==> src/rtl/fft_regfile.sv <==
// ---------------------------------------------------------------------------
// fft_regfile
//
// CPU-facing register window for the FFT accelerator (addresses 0xF8-0xFF).
// Input samples written by the CPU are buffered in an input FIFO. A small
// sequencer streams a whole frame to the FFT core and collects the results
// into an output FIFO, which the CPU then drains through OUT_DATA.
//
// Ports
//   CLK, RESET        system clock, asynchronous active-high reset
//   ADR[2:0]          register offset within the window
//   WRITE_DATA[7:0]   CPU write data
//   FFT_WRITE         one-cycle write strobe
//   FFT_READ          one-cycle read strobe (only used for the OUT_DATA pop)
//   FFT_DATA[7:0]     combinational read data for the addressed register
//   S_DATA/S_VALID/S_READY/S_LAST   sample stream towards the core
//   R_DATA/R_VALID/R_READY/R_LAST   result stream from the core
//   IRQ               IRQ_EN & DONE
//
// Register map
//   0 CTRL      bit0 START (self-clearing), bit1 CLR (self-clearing), bit7 IRQ_EN
//   1 STATUS    bit0 BUSY, bit1 DONE (W1C), bit2 IN_FULL, bit3 OUT_EMPTY,
//               bit4 OVERFLOW (W1C)
//   2 IN_DATA   write pushes a sample, reads 0
//   3 OUT_DATA  output FIFO head (0 when empty), FFT_READ pops
//   4 IN_COUNT, 5 OUT_COUNT, 6-7 reserved
// ---------------------------------------------------------------------------
module fft_regfile #(
    parameter int DEPTH = 8
) (
    input  logic       CLK,
    input  logic       RESET,
    input  logic [2:0] ADR,
    input  logic [7:0] WRITE_DATA,
    input  logic       FFT_WRITE,
    input  logic       FFT_READ,
    output logic [7:0] FFT_DATA,
    output logic [7:0] S_DATA,
    output logic       S_VALID,
    input  logic       S_READY,
    output logic       S_LAST,
    input  logic [7:0] R_DATA,
    input  logic       R_VALID,
    input  logic       R_LAST,
    output logic       R_READY,
    output logic       IRQ
);

    localparam int AW = $clog2(DEPTH);
    localparam int CW = AW + 1;

    typedef enum logic [1:0] {
        IDLE,
        STREAM,
        COLLECT
    } state_t;

    state_t state_q, state_d;

    // FIFO storage and bookkeeping
    logic [7:0]    inMem_q  [DEPTH];
    logic [7:0]    outMem_q [DEPTH];
    logic [AW-1:0] inWr_q, inWr_d, inRd_q, inRd_d;
    logic [AW-1:0] outWr_q, outWr_d, outRd_q, outRd_d;
    logic [CW-1:0] inCount_q, inCount_d, outCount_q, outCount_d;

    // Control / status flags
    logic irqEn_q, irqEn_d;
    logic done_q, done_d;
    logic ovf_q, ovf_d;

    // Decoded strobes and handshakes
    logic wrCtrl, wrStatus, wrInData, rdOutData;
    logic clrReq, startReq;
    logic busy, inFull, inEmpty, outFull, outEmpty;
    logic sHs, rHs;
    logic inPush, inPop, inOverflow, outPush, outPop;
    logic frameDone;

    // Address decode, FIFO flags and handshake qualification. CLR is given
    // priority over START so a combined write only clears.
    always_comb begin
        wrCtrl     = FFT_WRITE && (ADR == 3'd0);
        wrStatus   = FFT_WRITE && (ADR == 3'd1);
        wrInData   = FFT_WRITE && (ADR == 3'd2);
        rdOutData  = FFT_READ  && (ADR == 3'd3);

        clrReq     = wrCtrl && WRITE_DATA[1];
        startReq   = wrCtrl && WRITE_DATA[0] && !WRITE_DATA[1];

        busy       = (state_q != IDLE);
        inFull     = (inCount_q  == CW'(DEPTH));
        inEmpty    = (inCount_q  == '0);
        outFull    = (outCount_q == CW'(DEPTH));
        outEmpty   = (outCount_q == '0);

        sHs        = (state_q == STREAM) && S_READY;
        rHs        = R_VALID && !outFull;

        // The CPU may only feed the input FIFO while the engine is idle.
        inPush     = wrInData && !inFull && !busy;
        inOverflow = wrInData && (inFull || busy);
        inPop      = sHs;
        outPush    = rHs;
        outPop     = rdOutData && !outEmpty;

        frameDone  = (state_q == COLLECT) && rHs && R_LAST && !clrReq;
    end

    // Sequencer next-state: stream the buffered frame, then wait for the
    // core's final result. CLR overrides every transition.
    always_comb begin
        state_d = state_q;
        case (state_q)
            IDLE: begin
                if (startReq && !inEmpty) begin
                    state_d = STREAM;
                end
            end
            STREAM: begin
                if (sHs && (inCount_q == CW'(1))) begin
                    state_d = COLLECT;
                end
            end
            COLLECT: begin
                if (rHs && R_LAST) begin
                    state_d = IDLE;
                end
            end
            default: state_d = IDLE;
        endcase
        if (clrReq) begin
            state_d = IDLE;
        end
    end

    // FIFO pointer/count next-state. Pointers wrap naturally because DEPTH
    // is a power of two; the count tells full from empty. A simultaneous
    // push and pop leave the count unchanged.
    always_comb begin
        inWr_d     = inWr_q;
        inRd_d     = inRd_q;
        inCount_d  = inCount_q;
        outWr_d    = outWr_q;
        outRd_d    = outRd_q;
        outCount_d = outCount_q;

        if (inPush) begin
            inWr_d = inWr_q + AW'(1);
        end
        if (inPop) begin
            inRd_d = inRd_q + AW'(1);
        end
        inCount_d = inCount_q + CW'(inPush) - CW'(inPop);

        if (outPush) begin
            outWr_d = outWr_q + AW'(1);
        end
        if (outPop) begin
            outRd_d = outRd_q + AW'(1);
        end
        outCount_d = outCount_q + CW'(outPush) - CW'(outPop);

        if (clrReq) begin
            inWr_d     = '0;
            inRd_d     = '0;
            inCount_d  = '0;
            outWr_d    = '0;
            outRd_d    = '0;
            outCount_d = '0;
        end
    end

    // Sticky flags. A frame completing in the same cycle as a W1C of DONE
    // leaves DONE set so the completion is not lost.
    always_comb begin
        irqEn_d = irqEn_q;
        done_d  = done_q;
        ovf_d   = ovf_q;

        if (wrCtrl) begin
            irqEn_d = WRITE_DATA[7];
        end
        if (wrStatus && WRITE_DATA[1]) begin
            done_d = 1'b0;
        end
        if (wrStatus && WRITE_DATA[4]) begin
            ovf_d = 1'b0;
        end
        if (frameDone) begin
            done_d = 1'b1;
        end
        if (inOverflow) begin
            ovf_d = 1'b1;
        end
    end

    // State, pointer, count and flag registers.
    always_ff @(posedge CLK or posedge RESET) begin
        if (RESET) begin
            state_q    <= IDLE;
            inWr_q     <= '0;
            inRd_q     <= '0;
            inCount_q  <= '0;
            outWr_q    <= '0;
            outRd_q    <= '0;
            outCount_q <= '0;
            irqEn_q    <= 1'b0;
            done_q     <= 1'b0;
            ovf_q      <= 1'b0;
        end else begin
            state_q    <= state_d;
            inWr_q     <= inWr_d;
            inRd_q     <= inRd_d;
            inCount_q  <= inCount_d;
            outWr_q    <= outWr_d;
            outRd_q    <= outRd_d;
            outCount_q <= outCount_d;
            irqEn_q    <= irqEn_d;
            done_q     <= done_d;
            ovf_q      <= ovf_d;
        end
    end

    // FIFO storage needs no reset: every read path is gated by the count,
    // so stale contents are never visible.
    always_ff @(posedge CLK) begin
        if (inPush) begin
            inMem_q[inWr_q] <= WRITE_DATA;
        end
        if (outPush) begin
            outMem_q[outWr_q] <= R_DATA;
        end
    end

    // Stream outputs. S_DATA is forced to zero outside STREAM so the bus
    // idles cleanly.
    always_comb begin
        S_VALID = (state_q == STREAM);
        S_DATA  = S_VALID ? inMem_q[inRd_q] : 8'h00;
        S_LAST  = S_VALID && (inCount_q == CW'(1));
        R_READY = !outFull;
        IRQ     = irqEn_q && done_q;
    end

    // CPU read mux, purely combinational so reads need no wait states.
    always_comb begin
        FFT_DATA = 8'h00;
        case (ADR)
            3'd0: FFT_DATA = {irqEn_q, 7'b0};
            3'd1: FFT_DATA = {3'b000, ovf_q, outEmpty, inFull, done_q, busy};
            3'd3: FFT_DATA = outEmpty ? 8'h00 : outMem_q[outRd_q];
            3'd4: FFT_DATA = {{(8 - CW){1'b0}}, inCount_q};
            3'd5: FFT_DATA = {{(8 - CW){1'b0}}, outCount_q};
            default: FFT_DATA = 8'h00;
        endcase
    end

endmodule
==> config.mk <==
export PLATFORM = sky130hd
export DESIGN_NAME = fft_regfile
export DESIGN_NICKNAME = d
export VERILOG_FILES = /design/src/rtl/fft_regfile.sv
export SDC_FILE = /design/constraint.sdc
export NUM_CORES = 1
export LEC_CHECK = 0
export ABC_AREA = 1
export BUFFER_PORTS_ARGS = -buffer_cell sky130_fd_sc_hd__clkbuf_2
export CAP_MARGIN = 30
export CORE_MARGIN = 2
export CORE_UTILIZATION = 60
export DETAILED_ROUTE_END_ITERATION = 10
export GPL_TIMING_DRIVEN = 0
export HOLD_SLACK_MARGIN = 0.03
export PLACE_DENSITY = 0.87
export SYNTH_ARGS = -nofsm -noshare
export SYNTH_HDL_FRONTEND = slang
export SYNTH_SLANG_ARGS = --single-unit
==> constraint.sdc <==
create_clock -name CLK -period 2.9 [get_ports CLK]
set_input_delay 0.145 -clock CLK [delete_from_list [all_inputs] [get_ports CLK]]
set_output_delay 0.145 -clock CLK [all_outputs]
set_load 0.02 [all_outputs]
# Yosys cells after proc, flatten, opt, wreduce, memory -nomap -nowiden
# Memory sizes are Yosys's and may differ from the RTL's.
# Index checks and enable logic that the tools add are counted.
# W data, S select, Z words.
dict set report op_classes {
  addsub 8
  n_mul 0
  div_mod_pow 0
  n_lt_le_gt_ge 0
  n_eq_ne 13
  shifts 0
  muxes 26
  bitwise_logic 0
  n_reduce_logical 43
}
# cell count
set ops {}
lappend ops {{$pmux W8 S5} 1}
lappend ops {{$mux W3} 8}
lappend ops {{$logic_and A1 B1 Y1} 23}
lappend ops {{$mux W8} 2}
lappend ops {{$reduce_bool A2 Y1} 7}
lappend ops {{$add A3 B1 Y3 const B} 4}
lappend ops {{$add A4 B1 Y4} 2}
lappend ops {{$eq A4 B4 Y1 const B} 2}
lappend ops {{$logic_not A4 Y1} 2}
lappend ops {{$mux W1} 8}
lappend ops {{$mux W2} 4}
lappend ops {{$mux W4} 2}
lappend ops {{$sub A4 B1 Y4} 2}
lappend ops {{$logic_not A1 Y1} 7}
lappend ops {{$eq A3 B2 Y1 const B} 2}
lappend ops {{$eq A3 B3 Y1 const B} 2}
lappend ops {{$pmux W2 S3} 1}
lappend ops {{$eq A4 B1 Y1 const B} 1}
lappend ops {{$eq A3 B1 Y1 const B} 1}
lappend ops {{$logic_not A3 Y1} 1}
lappend ops {{$ne A3 B1 Y1 const B} 1}
lappend ops {{$ne A3 B2 Y1 const B} 1}
lappend ops {{$ne A3 B3 Y1 const B} 1}
lappend ops {{$reduce_and A3 Y1} 1}
lappend ops {{4 further kinds} 4}
dict set report word_totals {
  ff_bits 25
  latchBits 0
  ramBits 128
  rom_bits 0
  inputBits 26
  out_inout_bits 20
  wordCells 102
  memories 2
}
# name words width rd rd_clocked_by_memory_dff write_ports line_no
set memory_table {}
lappend memory_table {inMem_q 8 8 1 0 1 61} ;# logic [7:0] inMem_q [DEPTH];
lappend memory_table {outMem_q 8 8 1 0 1 62} ;# logic [7:0] outMem_q [DEPTH];

# Longest topological paths before layout
# Gate-level depths: netlist of the first run.
dict set report logic_depth {
  word_depth 8
  mapped_depth 13
  ltp_nobuf 13
}

# Worst setup path after synthesis of the first run
# OpenSTA, ideal clock, no wires.
dict set report synth_path {
  kind {register to register}
  startpoint {reg outCount_q[2]}
  endpoint {reg outCount_q[2]}
  setup_ns 0.113
  t_arrival_ns 2.054
  required_ns 2.787
  setup_slack_ns 0.733
  path_stages_with_launch 12
  path_buffers 0
  path_cell_list {dfrtp_1 -> inv_1 -> ha_1 -> nand2_1 -> nand2_1 -> ha_1 -> inv_1 -> ha_1 -> fa_1 -> xor2_1 -> nand2_1 -> inv_1}
}
dict set report synth_via {
  elab_chain_len 6
  elab_cells_between_ends 9
}
# item line_no
set synth_lines {}
lappend synth_lines {{from (decl)} 65} ;# logic [CW-1:0] inCount_q, inCount_d, outCount_q, outCount_d;
lappend synth_lines {{from (signal assigned)} 218} ;# outCount_q <= outCount_d;
lappend synth_lines {{$eq A4 B4 Y1} 94} ;# outFull = (outCount_q == CW'(DEPTH));
lappend synth_lines {{$logic_not A1 Y1} n/a}
lappend synth_lines {{named net R_READY} 45} ;# output logic R_READY,
lappend synth_lines {{$logic_and A1 B1 Y1} 98} ;# rHs = R_VALID && !outFull;
lappend synth_lines {{$add A4 B1 Y4} 162} ;# outCount_d = outCount_q + CW'(outPush) - CW'(outPop);
lappend synth_lines {{$sub A4 B1 Y4} 162}
lappend synth_lines {{$mux W4} 164} ;# if (clrReq) begin
lappend synth_lines {{named net outCount_d[2]} 65}
# The timed path passes the listed nets, and every way through them passes these cells.
# A chain may end at the register's enable or synchronous reset.

# Worst setup path in the final report of the first run
dict set report layout_path {
  startpoint {reg outRd_q[2]}
  endpoint {out FFT_DATA[0]}
}
dict set report layout_via {
  elab_chain_len 3
}
# item line_no
set layout_lines {}
lappend layout_lines {{from (decl)} 64} ;# logic [AW-1:0] outWr_q, outWr_d, outRd_q, outRd_d;
lappend layout_lines {{from (signal assigned)} 217} ;# outRd_q <= outRd_d;
lappend layout_lines {{$mem_v2 Z8 W8} n/a}
lappend layout_lines {{$mux W8} 252} ;# 3'd3: FFT_DATA = outEmpty ? 8'h00 : outMem_q[outRd_q];
lappend layout_lines {{$pmux W8 S5} 249} ;# case (ADR)
lappend layout_lines {{to (decl)} 37} ;# output logic [7:0] FFT_DATA,
# No other way between the ends.

==> key figures, run 1 <==
Outcome
  – Status: finished clean

Critical path
  – CP arrival: 2.40 ns
  – CP Launch Type: flop
  – Slowest CP cell: clkinv_1
  – CP max stage delay: 0.45 ns
  – Kind of critical path: flop to output pin
  – Worst path top cell family by delay: buffers and inverters
  – Worst r2r src: inCount_q[2]
  – Reg2Reg Depth: 13
  – Worst R2R End: inCount_q[2]
  – Crit path max fanout: 10
  – Worst path depth: 6
  – Worst Setup SP: outRd_q[2]
  – Req. time, crit path: 2.76 ns
  – Ordered list of cells on the worst path: clkbuf_1, clkinv_1, o211ai_1, nand3_1, nand2_1, clkbuf_2
  – Worst Path Buf+Inv: 3
  – Crit. End Element: output pin
  – Reg2Reg Setup Slack: 0.56 ns

Timing
  – RSZ-0062 raised after global routing: no
  – Slew @ Worst Pin: 0.9636 ns
  – Setup TNS: 0 ns
  – WHS: 0.04389 ns
  – Achievable Freq: 392.9 MHz
  – Max-slew violation count: 0
  – Setup Skew: 0.007713 ns
  – Final hold viol count: 0
  – Finish-stage setup viols: 0
  – Minimum clock period: 2.545 ns
  – Final period util: 87.76%
  – Rel. slew slack: 35.52%

CTS
  – CTS buffer count: 17
  – Clock sink count: 153
  – Clk Latency, worst-skew pair: 0.53 ns
  – Root buf cell: clkbuf_8
  – CTS tree: yes
  – Post-CTS Setup Inserts: 0
  – Post_cts resized: 0
  – Hold_buf cts: 22
  – H-tree Lvls: 4
  – Longest Clk Path Bufs: 2
  – CTS clk-pin slew, worst paths: 0.07 ns

Placed design
  – GP Congestion: 0.8863
  – Placed Area: 7157 um2
  – DP HPWL: 10200 um
  – Placed cells: 814
  – PortBufs: 45

Yosys
  – Largest area contributor in the netlist: edfxtp_1
  – Syn_nets: 665
  – Syn avg cell area: 10.80 um2
  – Largest cells by area after synthesis: edfxtp_1, dfrtp_1, nor2_1, o21ai_0, ha_1
  – Synth Warn #: 0
  – Ys async rst share: 16.34%
  – Number of synthesized flops with an enable pin: 128
  – Seq/Total Area, Yosys: 66.62%
  – Syn Inst Count: 621
  – Post-Syn Area: 6709 um2
  – #FFs+latches synth: 153
  – Ys flop type: edfxtp_1
  – Unique masters post-synth: 30
  – Yosys top cell area share: 57.29%

Die
  – Die Y: 109.7 um
  – DIE AREA: 12040 um2
  – Starting density of the core: 61.62%
  – Die width: 109.7 um
  – Core Region: 10890 um2
  – Std-Cell Rows: 38
  – I/O pin count: 46

Drt
  – DRT Wirelength: 15960 um
  – First drt pass iteration count: 7
  – Iter 0 DRT Violations: 481
  – Via count: 5129
  – Vias per cell: 5.902
  – # DRC: 0
  – Wire length per cell: 18.37 um
  – Detail Route Antenna Nets: 0

Global route
  – Vias in the first global route: 5088
  – GR Overflow Total: 0
  – Initial antenna violation count: 0
  – Pin count of the biggest net entering global routing: 26
  – Total track usage: 28.91%
  – First-pass GRT wire length: 25410 um

Worst hold path
  – Worst Hold Depth: 5
  – Worst Hold Path EP: outRd_q[1]
  – Worst hold-check path type: primary input to flop
  – Hold_sp: FFT_READ

Power and ir drop
  – Power, Total: 7.700 mW
  – VDD IR-drop max: 0.6017 mV
  – Power per cell area: 961.3 nW/um2
  – P_leak: 3.198 nW

Job
  – Max-cap viol count: 0

Finish
  – Inserted Diodes: 0
  – Nets: 760
  – Non-Filler Instances: 869
  – Share of layout cells above drive strength 1: 14.40%
  – P&R area growth vs syn: 19.40%
  – Design Area, Final: 8010 um2
==> per-stage QoR <==
stage          utilization (%)  worst slack (ns)
5_1_grt                  73.57            0.1822
4_1_cts                  73.32            0.3306
6_report                 73.57            0.3551
2_1_floorplan                -            0.7327
3_3_place_gp             65.30            0.4522
3_5_place_dp             65.73            0.5677
==> cell families after synthesis <==
logic type	after synthesis	share of synthesized area (%)
mux	1	0.1678
xor+xnor	2	0.2611
flops	153	66.62
compound gates	122	9.549
simple gates	253	15.54
fa+ha+maj	18	3.581
buf+inv	72	4.290
==> tightest hold or removal path, delay by kind of cell <==
kind	cells	cell delay [ns]
buf+inv	2	0.19
simple gates	2	0.11
compound gates	1	0.07
==> flip-flops by register name, summed over array words and instances, names as in the netlist <==
signal      count
state_q         2
inRd_q          3
inCount_q       4
irqEn_q         1
done_q          1
inWr_q          3
ovf_q           1
outMem_q       64
outCount_q      4
inMem_q        64
outWr_q         3
outRd_q         3
==> where the power goes <==
| part | internal, mW | switching (mW) | leakage [nW] |
|---|---|---|---|
| sequential | 2.71 | 0.191 | 1.46 |
| clock | 1.33 | 0.923 | 0.287 |
| combinational | 0.799 | 1.74 | 1.45 |
| total | 4.84 | 2.86 | 3.20 |
==> metal layers <==
| layer | part of all wire [%] | vias up | GRT usage, % |
|---|---|---|---|
| met4 | 3.2 | 0 | 15.19 |
| met1 | 38 | 2424 | 34.42 |
| met3 | 7.4 | 49 | 6.935 |
| met5 | 0 | - | 0 |
| met2 | 51 | 311 | 48.85 |
| li1 | - | 2345 | - |
==> layout make-up <==
cell class | count | area (um2)
fill | 708 | 2878
buffer | 23 | 103.9
tap | 140 | 175.2
timing repair buffer | 76 | 520.5
clock buffer | 17 | 414.1
multi-input combinational | 396 | 1952
inverter | 49 | 183.9
clock inverter | 15 | 191.4
sequential | 153 | 4469
==> synthesized netlist by cell type (2+ instances only) <==
cell type    n
nor2_1     152
edfxtp_1   128
o21ai_0     95
nand2_1     51
inv_1       46
nand3_1     27
dfrtp_1     25
ha_1        16
buf_2       11
nor3_1      11
clkbuf_1    10
a21oi_1      7
o22ai_1      7
o211ai_1     6
nand4_1      5
o21ai_1      5
fa_1         2
inv_2        2
nor2_2       2
nor2_4       2
xor2_1       2
==> worst max path at each step <==
| stage | to |
|---|---|
| 2_1_floorplan | outCount_q[2] |
| 3_3_place_gp | inMem_q[4][3] |
| 3_5_place_dp | outMem_q[7][0] |
| 4_1_cts | FFT_DATA[0] |
| 5_1_grt | FFT_DATA[0] |
| 6_report | FFT_DATA[0] |
==> cell usage in the layout (no fill, tap or decap), types with 3 or more instances in the layout <==
master,netlist,final
a21oi_1,7,7
buf_2,11,16
buf_4,1,4
bufinv_16,0,3
clkbuf_1,10,10
clkbuf_16,0,16
clkbuf_2,0,45
clkinv_4,0,3
clkinvlp_4,0,3
dfrtp_1,25,25
dlygate4sd3_1,0,22
edfxtp_1,128,128
ha_1,16,16
inv_1,46,46
inv_6,0,3
nand2_1,51,51
nand3_1,27,27
nand4_1,5,5
nor2_1,152,152
nor3_1,11,11
o211ai_1,6,6
o21ai_0,95,95
o21ai_1,5,5
o22ai_1,7,7
No activity file was read; power rests on OpenSTA's default activity.
==> inputs of run 2 (changes only) <==
==> constraint.sdc (replaced) <==
create_clock -name CLK -period 2.9 [get_ports CLK]
set_input_delay 0.58 -clock CLK [delete_from_list [all_inputs] [get_ports CLK]]
set_output_delay 0.58 -clock CLK [all_outputs]
set_load 0.02 [all_outputs]
==> run 2 against run 1 <==
Net effect:
- cell count is 2.5% lower
- fmax is 9.7% lower
- sequential cell count stayed put
- clock power hardly changed
- register-to-register slack hardly changed
- critical path depth stayed put
- critical path type unchanged
==> key figures, run 2 (synthesis results as in run 1) <==
Finish
  – P&R area growth vs syn: 16.36%
  – Nets: 738
  – Top flop regs: inMem_q: 64 flops, outMem_q: 64 flops
  – Share of layout cells above drive strength 1: 15.98%
  – Most frequent cells in the layout: nor2_1, edfxtp_1, o21ai_0, clkbuf_2, nand2_1
  – Design Area, Final: 7806 um2
  – Non-Filler Instances: 847
  – Fin util: 71.70%
  – Inserted Diodes: 0
  – Commonest non-fill, non-tap cell in the layout: nor2_1

CTS
  – H-tree Lvls: 4
  – Clock sink count: 153
  – Clk Latency, worst-skew pair: 0.53 ns
  – CTS buffer count: 17
  – Longest Clk Path Bufs: 2
  – Root buf cell: clkbuf_8
  – CTS tree: yes
  – CTS clk-pin slew, worst paths: 0.06 ns

Drt
  – Iter 0 DRT Violations: 567
  – Via count: 5049
  – First drt pass iteration count: 5
  – Vias per cell: 5.961
  – Detail Route Antenna Nets: 0
  – DRT Wirelength: 15630 um
  – Wire length per cell: 18.46 um
  – # DRC: 0

Timing
  – Setup Skew: 0.008722 ns
  – Rel. slew slack: 35.39%
  – Finish-stage setup viols: 0
  – Max-slew violation count: 0
  – RSZ-0062 raised after global routing: no
  – Slew @ Worst Pin: 0.9656 ns
  – Final hold viol count: 0
  – Minimum clock period: 2.817 ns
  – Final period util: 97.14%
  – Setup TNS: 0 ns
  – Achievable Freq: 355.0 MHz
  – WHS: 0.3195 ns

Critical path
  – Crit. End Element: output pin
  – Worst Path Buf+Inv: 2
  – Slowest CP cell: dfrtp_1
  – Req. time, crit path: 2.32 ns
  – Ordered list of cells on the worst path: buf_1, o21ai_0, o21ai_0, nor2_1, nor2_1, clkbuf_2
  – CP arrival: 2.24 ns
  – CP Launch Type: flop
  – CP max stage delay: 0.48 ns
  – Kind of critical path: flop to output pin
  – Crit path max fanout: 10
  – Worst path top cell family by delay: buffers and inverters

Die
  – Std-Cell Rows: 38
  – Die Y: 109.7 um
  – Core Region: 10890 um2
  – Die width: 109.7 um
  – I/O pin count: 46
  – DIE AREA: 12040 um2
  – Starting density of the core: 61.62%

Placed design
  – DP HPWL: 10200 um
  – GP Congestion: 0.8863
  – Placed cells: 814
  – Placed Area: 7157 um2
  – PortBufs: 45

Global route
  – GR Overflow Total: 0
  – Initial antenna violation count: 0
  – Vias in the first global route: 4924
  – First-pass GRT wire length: 24610 um
  – Total track usage: 27.99%
  – Pin count of the biggest net entering global routing: 26

Outcome
  – Status: finished clean

Power and ir drop
  – Clock power frac: 29.3%
  – Switch share: 37.14%
  – VDD IR-drop max: 0.6093 mV
  – Cell Int Power: 4.826 mW
  – P_leak: 3.132 nW
  – Psw: 2.851 mW
  – Comb power frac: 32.6%
  – Flop pwr share: 38.1%
  – Power per cell area: 983.4 nW/um2

Worst hold path
  – Worst hold-check path type: primary input to flop

Job
  – Max-cap viol count: 0
==> run 2: metal layers <==
layer / global-route usage [%] / wire length [um] / up-vias
met4: 14.38 / 471 / 0
met5: 0 / 0 / -
li1: - / - / 2296
met1: 33.61 / 5931 / 2417
met2: 47.22 / 7993 / 293
met3: 6.639 / 1236 / 43
==> run 2: what timing repair did <==
action | 4_1_cts | 5_1_grt
hold buffers | 0 | 1
endpoints found under the setup margin | 5 | 13
buffers inserted | 0 | 0
endpoints found under the hold margin | 0 | 1
gates resized for setup | 3 | 11
==> run 2: final timing paths <==
path                              start             end  slack, ns  cells past startpoint
max in group asynchronous         RESET    inCount_q[2]       2.06                      4
min in group asynchronous         RESET   outCount_q[2]       0.48                      3
min                           R_DATA[0]  outMem_q[0][0]       0.32                      1
max                           inRd_q[0]       S_DATA[5]       0.08                      6
max reg2reg                inCount_q[2]    inCount_q[2]       0.55                     13
min reg2reg                       ovf_q           ovf_q       0.52                      1
==> run 2: stage by stage <==
step | total power [mW] | setup slack (ns)
global route | 8.110 | 0.0004448
global placement | 5.161 | 0.2009
finish | 7.677 | 0.08298
detailed placement | 5.342 | 0.3225
CTS | 7.602 | 0.004284
floorplan | 4.595 | 0.5918
==> run 2: cell type report <==
| type | count | area, um2 |
|---|---|---|
| clock inverter | 15 | 191.4 |
| buffer | 22 | 108.9 |
| tap | 140 | 175.2 |
| multi-input combinational | 396 | 1952 |
| clock buffer | 17 | 414.1 |
| timing repair buffer | 55 | 310.3 |
| fill | 731 | 3082 |
| sequential | 153 | 4469 |
| inverter | 49 | 185.2 |
==> run 2: power groups by stage <==
| stage | Clock, mW | Sequential (mW) | Combinational [mW] |
|---|---|---|---|
| after detailed placement | 0 | 2.94 | 2.41 |
| after CTS | 2.25 | 2.89 | 2.46 |
| final | 2.25 | 2.93 | 2.50 |
| after global placement | 0 | 2.91 | 2.25 |
| after floorplan | 0 | 2.88 | 1.71 |
| after global routing | 2.35 | 2.95 | 2.82 |
==> inputs of run 3 (changes only) <==
--- a/config.mk
+++ b/config.mk
@@ -8,8 +8,10 @@
 export ABC_AREA = 1
 export BUFFER_PORTS_ARGS = -buffer_cell sky130_fd_sc_hd__clkbuf_2
 export CAP_MARGIN = 30
+export CELL_PAD_IN_SITES_DETAIL_PLACEMENT = 2
+export CELL_PAD_IN_SITES_GLOBAL_PLACEMENT = 2
 export CORE_MARGIN = 2
-export CORE_UTILIZATION = 60
+export CORE_UTILIZATION = 40
 export DETAILED_ROUTE_END_ITERATION = 10
 export GPL_TIMING_DRIVEN = 0
 export HOLD_SLACK_MARGIN = 0.03
==> run 3 against run 2 <==
Net effect:
- register-to-register slack lost 0.12 ns
- die area grew 48%
- first-iteration DRC count decreased by 26%
- setup slack worse by 0.022 ns
==> key figures, run 3 (synthesis results as in run 1) <==
Finish
  – P&R area growth vs syn: 18.43%
  – Design Area, Final: 7945 um2
  – Most frequent cells in the layout: nor2_1, edfxtp_1, o21ai_0, clkbuf_2, nand2_1
  – Inserted Diodes: 0
  – Share of layout cells above drive strength 1: 17.02%
  – Non-Filler Instances: 931
  – Top flop regs: inMem_q: 64 flops, outMem_q: 64 flops
  – Fin util: 48.25%
  – Commonest non-fill, non-tap cell in the layout: nor2_1
  – FILL cells: 1722
  – Nets: 742

Outcome
  – Status: finished clean

Global route
  – Pin count of the biggest net entering global routing: 20
  – First-pass GRT wire length: 36510 um
  – GR Overflow Total: 0
  – Initial antenna violation count: 0
  – Total track usage: 28.01%
  – Vias in the first global route: 5819

Worst hold path
  – Worst hold-check path type: primary input to async pin

Timing
  – Rel. slew slack: 36.80%
  – Slew @ Worst Pin: 0.9445 ns
  – PnR worst setup slack: 0.06070 ns
  – Setup TNS: 0 ns
  – Achievable Freq: 352.2 MHz
  – WHS: 0.09430 ns
  – Minimum clock period: 2.839 ns
  – Max-slew violation count: 0
  – Final period util: 97.91%
  – RSZ-0062 raised after global routing: no
  – Finish-stage setup viols: 0
  – Final hold viol count: 0
  – Setup Skew: 0.009876 ns

Critical path
  – Kind of critical path: flop to output pin
  – Req. time, crit path: 2.32 ns
  – Crit path max fanout: 10
  – Crit. End Element: output pin
  – CP arrival: 2.26 ns
  – CP Launch Type: flop

Die
  – Die width: 133.5 um
  – Std-Cell Rows: 47
  – DIE AREA: 17820 um2
  – Die Y: 133.5 um
  – I/O pin count: 46
  – Core Region: 16470 um2
  – Starting density of the core: 40.74%

Placed design
  – PortBufs: 45
  – GP Congestion: 0.8056
  – Placed Area: 7295 um2
  – Placed cells: 895
  – DP HPWL: 15270 um
  – Pre-CTS setup slack: 0.2068 ns

CTS
  – Post-CTS Setup Inserts: 0
  – CTS buffer count: 17
  – Longest Clk Path Bufs: 2
  – CTS tree: yes
  – H-tree Lvls: 4
  – Hold_buf cts: 0
  – Clk Latency, worst-skew pair: 0.44 ns
  – CTS clk-pin slew, worst paths: 0.06 ns
  – Clock sink count: 153
  – Root buf cell: clkbuf_16

Power and ir drop
  – Power per cell area: 1021 nW/um2
  – P_leak: 3.163 nW
  – VDD IR-drop max: 0.4251 mV
  – Power, Total: 8.111 mW

Drt
  – # DRC: 0
  – Vias per cell: 5.644
  – Via count: 5255
  – Wire length per cell: 25.51 um
  – First drt pass iteration count: 5
  – Iter 0 DRT Violations: 422
  – Detail Route Antenna Nets: 0
  – DRT Wirelength: 23750 um

Job
  – Max-cap viol count: 0
run 3: area by class of cell:
cell class                      instances  area, um2  share of cell area, %
Buffer                                 23      118.9                  1.496
Clock buffer                           21      480.5                  6.047
Clock inverter                         11      118.9                  1.496
Inverter                               49      185.2                  2.331
Multi-Input combinational cell        396       1952                  24.57
Sequential cell                       153       4471                  56.27
Tap cell                              220      275.3                  3.465
Timing Repair Buffer                   58      344.1                  4.331
run 3: worst paths after layout:
path                          startpoint             end  slack (ns)  cells past startpoint
max                           outRd_q[1]     FFT_DATA[0]        0.06                      8
max in group asynchronous          RESET       inRd_q[0]        2.37                      3
min                                RESET    inCount_q[3]        0.09                      2
min reg2reg                        ovf_q           ovf_q        0.56                      1
min in group CLK               R_DATA[6]  outMem_q[1][6]        0.46                      1
max reg2reg                outCount_q[2]  outMem_q[7][3]        0.43                      7
run 3: worst max-delay path: stages (launching register included):
cell and delay, ns:
dfrtp_1 0.55, inv_1 0.14, clkbuf_2 0.27, nor2_1 0.15, o21ai_0 0.13, nand3_1 0.14, nand3_1 0.14, nand2_1 0.13
clkbuf_2 0.18
run 3: timing repair:
action                                  4_1_cts  5_1_grt
gates resized for setup                      11        3
cloned                                        0        0
endpoints found under the setup margin       12        3
run 3: layer usage:
metal	part of all wire (%)	routed length [um]	vias up	track usage [%]
li1	-	-	2304	-
met4	2.3	556	0	9.693
met2	51	12050	194	48.14
met5	0	0	-	0
met1	42	10020	2711	36.01
met3	4.7	1120	46	4.795
run 3: where the power goes:
part | total (mW) | internal, mW | switching, mW
clock | 2.31 | 1.36 | 0.957
sequential | 2.96 | 2.71 | 0.242
combinational | 2.84 | 0.811 | 2.03
